<file path="src/rtl/readout_pkg.sv">
// Shared frame layout for the readout packer: sync/seq header positions, header struct, slot count.
// The 16-bit header sits in the top of every frame; data slots fill the rest, MSB first.
package readout_pkg;

  localparam logic [7:0] SYNC_WORD_DEF = 8'hA5;
  localparam int         HDR_WIDTH     = 16;

  localparam int SYNC_MSB = 127;
  localparam int SYNC_LSB = 120;
  localparam int SEQ_MSB  = 119;
  localparam int SEQ_LSB  = 112;

  typedef struct packed {
    logic [7:0] sync;
    logic [7:0] seq;
  } frame_hdr_t;

  function automatic int calc_nslot(input int frame_w, input int sample_w);
    return (frame_w - HDR_WIDTH) / sample_w;
  endfunction

endpackage

</file>
<file path="src/rtl/frame_holding_reg.sv">
// Valid/ready output register: a load lands next edge if empty or transferring, otherwise it is dropped.
// Dropping a load sets a sticky overflow flag; the held frame is never disturbed while waiting.
module frame_holding_reg #(
  parameter int W = 128
) (
  input  logic         CLK,
  input  logic         RST_N,
  input  logic         load_vld_i,
  input  logic [W-1:0] load_dat_i,
  input  logic         rdy_i,
  output logic [W-1:0] dat_o,
  output logic         vld_o,
  output logic         ovf_o
);

  logic [W-1:0] dat_q, dat_d;
  logic         vld_q, vld_d;
  logic         ovf_q, ovf_d;
  logic         xfer;

  always_comb begin
    xfer  = vld_q && rdy_i;
    dat_d = dat_q;
    vld_d = vld_q && !xfer;
    ovf_d = ovf_q;
    if (load_vld_i) begin
      // A transfer on the same edge frees the register, so the new frame loads with no bubble.
      if (!vld_q || xfer) begin
        dat_d = load_dat_i;
        vld_d = 1'b1;
      end else begin
        ovf_d = 1'b1;
      end
    end
  end

  always_ff @(posedge CLK) begin
    if (!RST_N) begin
      dat_q <= '0;
      vld_q <= 1'b0;
      ovf_q <= 1'b0;
    end else begin
      dat_q <= dat_d;
      vld_q <= vld_d;
      ovf_q <= ovf_d;
    end
  end

  assign dat_o = dat_q;
  assign vld_o = vld_q;
  assign ovf_o = ovf_q;

endmodule

</file>
<file path="src/rtl/readout_frame_packer.sv">
// Packs narrow samples into sync+seq headed frames; completion in cycle N is visible in cycle N+1.
// No input backpressure; a frame completing while the output is held is dropped. READOUT_CHECKSUM_EN puts an XOR in the last slot.
module readout_frame_packer
  import readout_pkg::*;
#(
  parameter int         SAMPLE_WIDTH = 8,
  parameter int         FRAME_WIDTH  = 128,
  parameter logic [7:0] SYNC_WORD    = SYNC_WORD_DEF,
  parameter int         SEQ_WIDTH    = 8
) (
  input  logic                    CLK,
  input  logic                    RST_N,
  input  logic                    sample_valid,
  input  logic [SAMPLE_WIDTH-1:0] sample_data,
  input  logic                    flush,
  output logic [FRAME_WIDTH-1:0]  frame_data,
  output logic                    frame_valid,
  input  logic                    frame_ready,
  output logic                    overflow
);

  localparam int NSLOT     = calc_nslot(FRAME_WIDTH, SAMPLE_WIDTH);
  localparam int HDR_W     = SYNC_MSB - SEQ_LSB + 1;
  localparam int PAYLOAD_W = FRAME_WIDTH - HDR_W;
  localparam int CNT_W     = $clog2(NSLOT);
`ifdef READOUT_CHECKSUM_EN
  localparam int NDATA = NSLOT - 1;
`else
  localparam int NDATA = NSLOT;
`endif

  logic [CNT_W-1:0]        cnt_q, cnt_d;
  logic [PAYLOAD_W-1:0]    asm_q, asm_d;
  logic [SEQ_WIDTH-1:0]    seq_q, seq_d;
  logic [PAYLOAD_W-1:0]    asm_wr;
  logic [PAYLOAD_W-1:0]    payload;
  logic                    complete;
  frame_hdr_t              hdr;
  logic [FRAME_WIDTH-1:0]  frame_nxt;
`ifdef READOUT_CHECKSUM_EN
  logic [SAMPLE_WIDTH-1:0] cks;
`endif

  always_comb begin
    asm_wr = asm_q;
    for (int i = 0; i < NDATA; i++) begin
      if (sample_valid && cnt_q == CNT_W'(i)) begin
        asm_wr[PAYLOAD_W-1-i*SAMPLE_WIDTH -: SAMPLE_WIDTH] = sample_data;
      end
    end

    // A same-cycle sample counts, so flush with an empty buffer plus a sample still closes a frame.
    complete = (sample_valid && cnt_q == CNT_W'(NDATA-1)) ||
               (flush && (sample_valid || cnt_q != '0));

    payload = asm_wr;
`ifdef READOUT_CHECKSUM_EN
    cks = '0;
    for (int i = 0; i < NSLOT-1; i++) begin
      cks = cks ^ asm_wr[PAYLOAD_W-1-i*SAMPLE_WIDTH -: SAMPLE_WIDTH];
    end
    payload[SAMPLE_WIDTH-1:0] = cks;
`endif

    hdr.sync  = SYNC_WORD;
    hdr.seq   = 8'(seq_q);
    frame_nxt = {hdr, payload};

    cnt_d = cnt_q;
    asm_d = asm_wr;
    seq_d = seq_q;
    if (complete) begin
      // Buffer clears on completion so a later flush pads with zeros.
      cnt_d = '0;
      asm_d = '0;
      seq_d = seq_q + SEQ_WIDTH'(1);
    end else if (sample_valid) begin
      cnt_d = cnt_q + CNT_W'(1);
    end
  end

  always_ff @(posedge CLK) begin
    if (!RST_N) begin
      cnt_q <= '0;
      asm_q <= '0;
      seq_q <= '0;
    end else begin
      cnt_q <= cnt_d;
      asm_q <= asm_d;
      seq_q <= seq_d;
    end
  end

  frame_holding_reg #(
    .W (FRAME_WIDTH)
  ) u_hold (
    .CLK        (CLK),
    .RST_N      (RST_N),
    .load_vld_i (complete),
    .load_dat_i (frame_nxt),
    .rdy_i      (frame_ready),
    .dat_o      (frame_data),
    .vld_o      (frame_valid),
    .ovf_o      (overflow)
  );

endmodule
</file>
<file path="config.mk">
export PLATFORM = sky130hd
export DESIGN_NAME = readout_frame_packer
export DESIGN_NICKNAME = d
export VERILOG_FILES = /design/src/rtl/readout_pkg.sv /design/src/rtl/frame_holding_reg.sv /design/src/rtl/readout_frame_packer.sv
export SDC_FILE = /design/constraint.sdc
export NUM_CORES = 1
export LEC_CHECK = 0
export BUFFER_PORTS_ARGS = -buffer_cell sky130_fd_sc_hd__buf_2
export CAP_MARGIN = 0
export CORE_MARGIN = 8
export CORE_UTILIZATION = 40
export DETAILED_ROUTE_END_ITERATION = 16
export HOLD_SLACK_MARGIN = 0.08
export SYNTH_ARGS = -nofsm -noshare
export SYNTH_HDL_FRONTEND = slang
export SYNTH_SLANG_ARGS = --single-unit
</file>
<file path="constraint.sdc">
create_clock -name CLK -period 2 [get_ports CLK]
set_input_delay 0.6 -clock CLK [delete_from_list [all_inputs] [get_ports CLK]]
set_output_delay 0.6 -clock CLK [all_outputs]
set_load 0.05 [all_outputs]
</file>
# After elaboration in Yosys (flattened, before gate mapping)
# Cells that the tools add are included.
# op_classes
add_sub_neg	2
eq_ne	13
mux	16
n_bitwise	2
n_reduce_logical	27
# op_table
op	n
8-bit two-way mux	14
4-bit == test, second input constant	6
1-bit logical AND	17
4-bit by 3-bit == test with 1-bit output, second input constant	4
8-bit by 1-bit adder with 8-bit output, second input constant	1
4-bit by 2-bit == test with 1-bit output, second input constant	2
4-bit by 1-bit adder with 4-bit output, second input constant	1
4-bit by 1-bit == test with 1-bit output, second input constant	1
4-bit zero test	1
2-bit AND reduction	2
4-bit nonzero test	1
1-bit logical OR	3
1-bit zero test	2
1-bit two-way mux	2
1-bit NOT	2
2-bit OR reduction	1
# word_totals
register_bits	247
inputBits	13
output_inout_bits	130

# Logic depth before layout (Yosys ltp)
# Gate-level depths: netlist of the first run.
# depth
word_depth	5
mapped_depth	9
depth_no_buf	6

# Modules after synthesis
# Synthesis of the first run repeated with hierarchy kept, for this count alone.
# unflattened
hier_cells	1015
hier_area_um2	10446.3
# modules_own_cells
module	n_inst	cells_each	area_per_inst_um2	seq_area_each_um2
frame_holding_reg	1	562	5306.3	2602.5
readout_frame_packer	1	453	5139.9	2482.4

# Worst setup path after synthesis of the first run
# OpenSTA, ideal clock, no wires.
# synth_timing
kind	input -> register
from	input port sample_valid
to	register asm_q[10]
setup_ns	0.119
arrival_time_ns	1.885
required_time_ns	1.881
setup_slack_ns	-0.004
cell_stages	8
path_buffers	4
cell_sequence	buf_2 > a31oi_2 > or3_1 > buf_2 > nand2_2 > buf_2 > buf_2 > nor2_1
# synth_via
elab_chain_len	4
# synth_lines
element	line	source
from (decl)	readout_frame_packer.sv:13	input logic sample_valid,
1-bit logical OR	readout_frame_packer.sv:54	(flush && (sample_valid || cnt_q != '0));
1-bit logical AND	readout_frame_packer.sv:54	
1-bit logical OR	readout_frame_packer.sv:53	complete = (sample_valid && cnt_q == CNT_W'(NDATA-1)) ||
2-bit OR reduction (no line)	n/a	
to (signal assigned)	readout_frame_packer.sv:89	asm_q <= asm_d;
to (decl)	readout_frame_packer.sv:33	logic [PAYLOAD_W-1:0] asm_q, asm_d;
# Several ways; a longest one is shown, not always the timed one.
# A chain may end at the register's enable or synchronous reset.

# Final worst setup path of the first run
# layout_timing
from	register cnt_q[0]
to	register asm_q[32]
# layout_via
elab_chain_len	5
# layout_lines
element	line	source
from (decl)	readout_frame_packer.sv:32	logic [CNT_W-1:0] cnt_q, cnt_d;
from (signal assigned)	readout_frame_packer.sv:88	cnt_q <= cnt_d;
4-bit nonzero test	readout_frame_packer.sv:54	
1-bit logical OR	readout_frame_packer.sv:54	
1-bit logical AND	readout_frame_packer.sv:54	
1-bit logical OR	readout_frame_packer.sv:53	
2-bit OR reduction (no line)	n/a	
# Several ways; a longest one is shown, not always the timed one.

==> results.sh, run 1 <==
export IMPL_crit_family="simple AND/OR/NAND/NOR gates"
export IMPL_hold_start="RST_N"
export IMPL_die_h_um=167
export IMPL_synth_most_common_cell="dfxtp_1"
export IMPL_numPortBuffers=138
export IMPL_critPathBufInv=2
export IMPL_htreeDepth=1
export IMPL_design_area_sq_um=11400
export IMPL_worstPathRequired_ns=2.39
export IMPL_r2r_slack_ns=0.11
export IMPL_worst_path_max_delay_cell="or3_1"
export IMPL_grt_pass1_wl_mm=34.5
export IMPL_synth_edf_count=0
export IMPL_min_to="u_hold.dat_o[120]"
export IMPL_vias=6429
export IMPL_antenna_found_initial=0
export IMPL_grt_setup_unrepaired="yes"
export IMPL_r2r_start="cnt_q[0]"
export IMPL_ys_ff_latch=247
export IMPL_finClkSkew_ns=0.00709
export IMPL_core_sq_um=22500
export IMPL_grt_pass1_vias=6269
export IMPL_overflow=0
export IMPL_cts_root_buffer="clkbuf_16"
export IMPL_clkSinkCount=247
export IMPL_crit_fanout=60
export IMPL_drtIter0Drc=310
export IMPL_yosysSeqAreaShare_pct=54.2
export IMPL_area_delta_synth_final_pct=24.8
export IMPL_ir_drop_v=0.000739
export IMPL_post_cts_buffers=0
export IMPL_max_freq_mhz=528
export IMPL_synth_flop_cell="dfxtp_1"
export IMPL_synthDistinctLibCells=34
export IMPL_end_kind="flip-flop"
export IMPL_p_leak_nw=6.49
export IMPL_cp_start_kind="flip-flop"
export IMPL_reg2reg_depth=7
export IMPL_regToRegEndpoint="asm_q[32]"
export IMPL_hold_depth=2
export IMPL_layout_drive_gt1_share_pct=23.5
export IMPL_cts_buffers=26
export IMPL_gp_congestion=0.732
export IMPL_ios=143
export IMPL_holdWs_ns=0.442
export IMPL_crit_chain="inv_1, ha_1, nor4b_4, or3_1, nand2_4, buf_12, nor2_1"
export IMPL_clockBufferDepth=3
export IMPL_synth_common_cells="dfxtp_1, mux2i_1, nand2_1, nor2_1, o211a_1"
export IMPL_grtUsageTotal_pct=14.9
export IMPL_synthArstFlopShare_pct=0
export IMPL_hold_path_class="input port to flip-flop"
export IMPL_grt_max_degree=68
export IMPL_min_period_over_period_pct=94.7
export IMPL_cap_violations=0
export IMPL_setup_violations=0
export IMPL_hpwlAfterDp_mm=13.5
export IMPL_placed_area_sq_um=10400
export IMPL_netlist_instances=870
export IMPL_insertion_delay_ns=0.51
export IMPL_status="completed"
export IMPL_diodes=0
export IMPL_synth_area_per_cell_sq_um=10.5
export IMPL_cts_tree="yes"
export IMPL_rows=55
export IMPL_cpPeakStageDelay_ns=0.44
export IMPL_powerDensity_nw_per_um2=1030
export IMPL_synth_area_leaders="dfxtp_1, mux2i_1, o211a_1"
export IMPL_fillers=2093
export IMPL_arrival_ns=2.29
export IMPL_tns_ns=0
export IMPL_initial_core_util_pct=40.5
export IMPL_die_w_um=167
export IMPL_avgRoutedWirePerCell_um=16.5
export IMPL_route_detailed_drc=0
export IMPL_die_area_sq_um=27900
export IMPL_netlist_area_sq_um=9120
export IMPL_postCtsHoldBufs=0
export IMPL_utilization_pct=50.6
export IMPL_critPathKind="flip-flop to flip-flop"
export IMPL_synth_top_area_share_pct=54.2
export IMPL_yosys_warnings=0
export IMPL_postRouteAntennaNets=0
export IMPL_drt_pass1_iter_count=6
export IMPL_drv_slew=0
export IMPL_finalCriticalPeriod_ns=1.89
export IMPL_hold_viol_final=0
export IMPL_synth_largest_area_cell="dfxtp_1"
export IMPL_nets=1018
export IMPL_viasPerCell=4.93
export IMPL_routed_wl_mm=21.5
export IMPL_clk_pin_slew_ns=0.06
==> metal layers <==
| layer | track usage, % | wire length (um) | part of all wire, % |
|---|---|---|---|
| met5 | 0 | 0 | 0 |
| met4 | 2.98 | 206 | 0.96 |
| met3 | 2.88 | 910 | 4.2 |
| met2 | 25.2 | 9960 | 46 |
| met1 | 19.5 | 10400 | 48 |
==> flip-flops by register name, indices dropped and copies added, names as in the netlist <==
signal	cells
asm_q	112
u_hold.dat_o	121
u_hold.vld_o	1
cnt_q	4
seq_q	8
u_hold.ovf_o	1
==> stage by stage <==
stage / cells / worst slack, ns / power, W
6_report: 1304 / 0.105 / 0.0118
5_1_grt: 1304 / -0.00940 / 0.0122
4_1_cts: 1304 / 0.00523 / 0.0119
3_5_place_dp: 1257 / -0.0398 / 0.00680
3_3_place_gp: 1257 / -0.0243 / 0.00680
2_1_floorplan: 873 / -0.00408 / 0.00637
==> cells in the final DEF, fill, tap and decap left out, drive strengths merged, types with 4 or more instances in the layout <==
cell	n
clkinvlp	5
clkbuf	35
o211a	112
mux2i	125
nor4bb	4
nand2	118
nand2b	4
buf	184
dfxtp	247
conb	4
nand4	5
nor2b	11
bufinv	4
xor2	4
nand4b	8
nor2	117
ha	5
==> layout make-up <==
class                   instances  area, sq um  area share [%]
clock inverters                12          173            1.52
flip-flops and latches        247         4940            43.4
repair buffers                184         1310            11.5
well taps                     285          357            3.13
clock buffers                  35          756            6.64
multi-input cells             539         3830            33.7
inverters                       2         7.51          0.0660
==> power breakdown <==
part	internal, W	leakage (nW)	switching [W]
Combinational	0.000420	4.04	0.00105
Sequential	0.00510	2.01	0.000102
Clock	0.00316	0.441	0.00192
Total	0.00869	6.49	0.00308
==> logic make-up after synthesis <==
kind of cell / count (synthesis) / share of synthesized area [%]
AOI/OAI and AO/OA: 118 / 12.8
xor gates and xnor gates: 6 / 0.576
adders and majority gates: 5 / 0.686
buffers and inverters: 87 / 4.38
DFF: 247 / 54.2
muxes: 125 / 13.7
other: 1 / 0.0411
and+or+nand+nor: 281 / 13.6
==> worst max-delay path by stage <==
stage                 startpoint                end  depth (start not counted)
finish                  cnt_q[0]          asm_q[32]                          7
global route            cnt_q[0]  u_hold.dat_o[112]                          7
CTS                     cnt_q[0]  u_hold.dat_o[113]                          8
detailed placement  sample_valid  u_hold.dat_o[112]                          7
global placement    sample_valid   u_hold.dat_o[37]                          7
floorplan           sample_valid          asm_q[10]                          8
==> repair_timing <==
action | in CTS | in global routing
resized for setup | 0 | 3
endpoints found under the hold margin | 0 | 0
endpoints found under the setup margin | 0 | 115
Power figures use the tool's default switching activity.
==> run 2: changes to the inputs <==
MAX_ROUTING_LAYER = met4   (was default)
clock period = 1.8 ns   (was 2 ns; I/O delays follow)
==> results.sh, run 2 (same netlist as run 1, synthesis figures left out) <==
export IMPL_grt_pass1_vias=6771
export IMPL_r2r_slack_ns=0.004
export IMPL_cts_buffers=26
export IMPL_critPathKind="flip-flop to flip-flop"
export IMPL_worst_path_max_delay_cell="dfxtp_2"
export IMPL_initial_core_util_pct=40.5
export IMPL_max_freq_mhz=557
export IMPL_die_w_um=167
export IMPL_nets=1065
export IMPL_hold_path_class="input port to flip-flop"
export IMPL_diodes=0
export IMPL_layout_drive_gt1_share_pct=29.4
export IMPL_p_leak_nw=6.78
export IMPL_core_sq_um=22500
export IMPL_min_period_over_period_pct=99.8
export IMPL_setup_violations=0
export IMPL_route_detailed_drc=0
export IMPL_relSlewSlack_pct=64.3
export IMPL_arrival_ns=2.20
export IMPL_drtIter0Drc=330
export IMPL_status="completed"
export IMPL_ir_drop_v=0.000890
export IMPL_cts_tree="yes"
export IMPL_postLayoutSetupSlackWorst_ns=0.00382
export IMPL_cts_root_buffer="clkbuf_16"
export IMPL_ios=143
export IMPL_r2r_start="cnt_q[0]"
export IMPL_area_delta_synth_final_pct=32.6
export IMPL_drt_pass1_iter_count=4
export IMPL_postCtsHoldBufs=0
export IMPL_cpPeakStageDelay_ns=0.35
export IMPL_grt_pass1_wl_mm=36.6
export IMPL_utilization_pct=53.8
export IMPL_end_kind="flip-flop"
export IMPL_reg2reg_depth=9
export IMPL_overflow=0
export IMPL_finalPower_w=0.0132
export IMPL_hold_viol_final=0
export IMPL_drv_slew=0
export IMPL_numPortBuffers=138
export IMPL_gp_congestion=0.733
export IMPL_die_h_um=167
export IMPL_htreeDepth=1
export IMPL_final_cell_mix="dfxtp_1, buf_2, nor2_1"
export IMPL_design_area_sq_um=12100
export IMPL_finalCriticalPeriod_ns=1.80
export IMPL_grt_max_degree=66
export IMPL_grtUsageTotal_pct=16.2
export IMPL_clockBufferDepth=3
export IMPL_antenna_found_initial=0
export IMPL_placed_area_sq_um=10800
export IMPL_cp_start_kind="flip-flop"
export IMPL_critPathLaunch="cnt_q[0]"
export IMPL_insertion_delay_ns=0.52
export IMPL_hpwlAfterDp_mm=14.4
export IMPL_die_area_sq_um=27900
export IMPL_powerDensity_nw_per_um2=1090
export IMPL_largest_register_ffs=121
export IMPL_crit_chain="buf_4, ha_4, a31oi_4, nor4_4, buf_4, buf_12, buf_12, nand2_1, o211a_1"
export IMPL_layout_commonest_cell="dfxtp_1"
export IMPL_postRouteAntennaNets=0
export IMPL_vias=6689
export IMPL_avgRoutedWirePerCell_um=16.8
export IMPL_crit_path_end="u_hold.dat_o[10]"
export IMPL_worst_slew_pin_slew_ns=0.536
export IMPL_rows=55
export IMPL_viasPerCell=4.95
export IMPL_holdWs_ns=0.366
export IMPL_worstPathRequired_ns=2.21
export IMPL_clkSinkCount=247
export IMPL_finClkSkew_ns=0.00922
export IMPL_routed_wl_mm=22.7
export IMPL_clk_pin_slew_ns=0.06
export IMPL_regToRegEndpoint="u_hold.dat_o[10]"
export IMPL_grt_setup_unrepaired="yes"
export IMPL_place_ws_ns=-0.179
export IMPL_crit_fanout=20
export IMPL_cap_violations=0
-- run 2: how the worst min path moves through the flow --
stage           endpoint      start  slack [ns]  depth (start not counted)
3_5_place_dp   asm_q[92]  asm_q[92]        0.48                          2
4_1_cts         seq_q[6]      RST_N        0.34                          3
5_1_grt         seq_q[7]      RST_N        0.37                          3
6_report        seq_q[6]      RST_N        0.37                          3
2_1_floorplan   seq_q[5]   seq_q[5]        0.45                          2
3_3_place_gp   asm_q[37]  asm_q[37]        0.47                          2
-- run 2: final cells by class --
class | count | area [sq um]
Timing Repair Buffer | 231 | 1810
Inverter | 2 | 10.0
Fill cell | 2015 | 10400
Clock inverter | 12 | 163
Tap cell | 285 | 357
Clock buffer | 34 | 732
Multi-Input combinational cell | 539 | 4080
Sequential cell | 247 | 4950
-- run 2: where the power goes --
group	total [W]	switching, W	leakage [nW]	internal [W]
Clock	0.00555	0.00213	0.443	0.00342
Sequential	0.00579	0.000117	2.01	0.00567
Combinational	0.00187	0.00124	4.33	0.000623
-- run 2: worst max-delay path: cells and delay by family, from the launching register on --
kind / cells / cell delay (ns)
AOI/OAI and AO/OA: 2 / 0.23
adders and majority gates: 1 / 0.14
buffers and inverters: 4 / 0.65
DFF: 1 / 0.35
and+or+nand+nor: 2 / 0.29
-- run 2: per-layer routing --
layer,global-route usage [%],share of wire (%),vias to the layer above
met3,3.10,4.9,22
met2,26.1,47,133
met5,-,0,-
li1,-,-,3328
met1,21.1,47,3206
met4,3.21,1.1,0
-- run 2: stage by stage --
stage	TNS (ns)	instances
floorplan	-0.0278	873
global placement	-17.77	1296
detailed placement	-20.67	1296
CTS	-0.116	1344
global route	-6.51	1350
finish	0	1350
-- run 2: what timing repair did --
action | 4_1_cts | 5_1_grt
resized for setup | 12 | 46
pin swaps | 4 | 5
endpoints found under the setup margin | 62 | 235
setup buffers | 1 | 3
cloned | 1 | 3
==> run 3: changes to the inputs <==
PLACE_DENSITY = 0.64   (was default)
==> results.sh, run 3 (same netlist as run 1, synthesis figures left out) <==
export IMPL_gp_congestion=0.729
export IMPL_max_freq_mhz=560
export IMPL_hpwlAfterDp_mm=14.3
export IMPL_swShare_pct=27.3
export IMPL_postCtsHoldBufs=0
export IMPL_clkSinkCount=247
export IMPL_grt_pass1_vias=6598
export IMPL_viasPerCell=5.03
export IMPL_route_detailed_drc=0
export IMPL_p_comb_share_pct=13.8
export IMPL_numPortBuffers=138
export IMPL_worstPathRequired_ns=2.21
export IMPL_min_period_over_period_pct=99.2
export IMPL_die_h_um=167
export IMPL_status="completed"
export IMPL_hold_path_class="input port to flip-flop"
export IMPL_overflow=0
export IMPL_drv_slew=0
export IMPL_cap_violations=0
export IMPL_arrival_ns=2.20
export IMPL_cp_start_kind="flip-flop"
export IMPL_design_area_sq_um=12000
export IMPL_finalPower_w=0.0131
export IMPL_ir_drop_v=0.000680
export IMPL_antenna_found_initial=0
export IMPL_hold_viol_final=0
export IMPL_finClkSkew_ns=0.00871
export IMPL_largest_register_ffs=121
export IMPL_drtIter0Drc=340
export IMPL_grt_setup_unrepaired="yes"
export IMPL_rows=55
export IMPL_postLayoutSetupSlackWorst_ns=0.0149
export IMPL_die_area_sq_um=27900
export IMPL_drt_pass1_iter_count=5
export IMPL_fillers=1982
export IMPL_routed_wl_mm=22.9
export IMPL_grt_max_degree=66
export IMPL_cts_buffers=27
export IMPL_insertion_delay_ns=0.53
export IMPL_crit_fanout=7
export IMPL_relSlewSlack_pct=62.1
export IMPL_core_sq_um=22500
export IMPL_p_leak_nw=6.70
export IMPL_vias=6796
export IMPL_place_ws_ns=-0.181
export IMPL_die_w_um=167
export IMPL_clockBufferDepth=3
export IMPL_diodes=0
export IMPL_setup_violations=0
export IMPL_finalCriticalPeriod_ns=1.79
export IMPL_cts_tree="yes"
export IMPL_end_kind="flip-flop"
export IMPL_cpPeakStageDelay_ns=0.37
export IMPL_htreeDepth=1
export IMPL_crit_family="buffers and inverters"
export IMPL_worst_path_max_delay_cell="dfxtp_4"
export IMPL_seq_power_share_pct=44.2
export IMPL_p_sw_w=0.00358
export IMPL_initial_core_util_pct=40.5
export IMPL_clk_pin_slew_ns=0.06
export IMPL_layout_drive_gt1_share_pct=29.5
export IMPL_cts_root_buffer="clkbuf_16"
export IMPL_postRouteAntennaNets=0
export IMPL_crit_chain="inv_4, ha_4, nor4b_4, nor4_4, buf_4, buf_12, buf_8, mux2i_2, nor2b_1"
export IMPL_holdWs_ns=0.384
export IMPL_layout_commonest_cell="dfxtp_1"
export IMPL_final_cell_mix="dfxtp_1, buf_2, nor2_1"
export IMPL_area_delta_synth_final_pct=31.7
export IMPL_avgRoutedWirePerCell_um=16.9
export IMPL_powerDensity_nw_per_um2=1090
export IMPL_worst_slew_pin_slew_ns=0.568
export IMPL_tns_ns=0
export IMPL_grtUsageTotal_pct=16.2
export IMPL_placed_area_sq_um=10700
export IMPL_internal_power_w=0.00951
export IMPL_ios=143
export IMPL_critPathBufInv=4
export IMPL_critPathKind="flip-flop to flip-flop"
export IMPL_nets=1064
export IMPL_grt_pass1_wl_mm=36.1
export IMPL_pwr_share_clk_pct=42.1
-- run 3: changes by cell type in the layout (fill, tap and decap cells not counted), sizes merged --
cell and change:
buf -1, bufinv -2, clkbuf -1, clkinv -1
clkinvlp +4, inv +2
-- run 3: cell type report --
cell class,instances,area [sq um],area share (%)
Clock buffer,34,752,6.26
Clock inverter,15,153,1.27
Inverter,2,12.5,0.104
Multi-Input combinational cell,539,4040,33.6
Sequential cell,247,4950,41.2
Tap cell,285,357,2.97
Timing Repair Buffer,229,1750,14.6
-- run 3: power groups by stage --
stage                     sequential, W  clock (W)  combinational (W)
after floorplan                 0.00649          0           0.000623
after global placement          0.00590          0            0.00170
after detailed placement        0.00590          0            0.00171
after CTS                       0.00578    0.00562            0.00175
after global routing            0.00581    0.00584            0.00191
final                           0.00579    0.00551            0.00180
-- run 3: final timing paths --
check | from | to | slack (ns) | cells after the start
worst min register to register | asm_q[78] | asm_q[78] | 0.49 | 2
worst max register to register | cnt_q[0] | u_hold.dat_o[117] | 0.01 | 9
worst max-delay path | cnt_q[0] | u_hold.dat_o[117] | 0.01 | 9
worst min-delay path | RST_N | u_hold.dat_o[106] | 0.38 | 2
-- run 3: timing repair --
item,CTS,global route
setup buffers,2,11
resized for setup,13,52
pin swaps,2,6
gates cloned,1,3
endpoints found under the setup margin,38,182
-- run 3: per-layer routing --
metal	routed length [um]	up-vias	track usage (%)
li1	-	3332	-
met1	10800	3297	20.7
met2	10800	138	26.1
met3	868	29	2.81
met4	368	0	4.15
met5	0	-	-
-- run 3: stage by stage --
step / util [%] / instances
after global placement: 47.6 / 1295
after floorplan: - / 873
after detailed placement: 47.6 / 1295
after global routing: 53.4 / 1351
final: 53.4 / 1351
after CTS: 52.0 / 1347
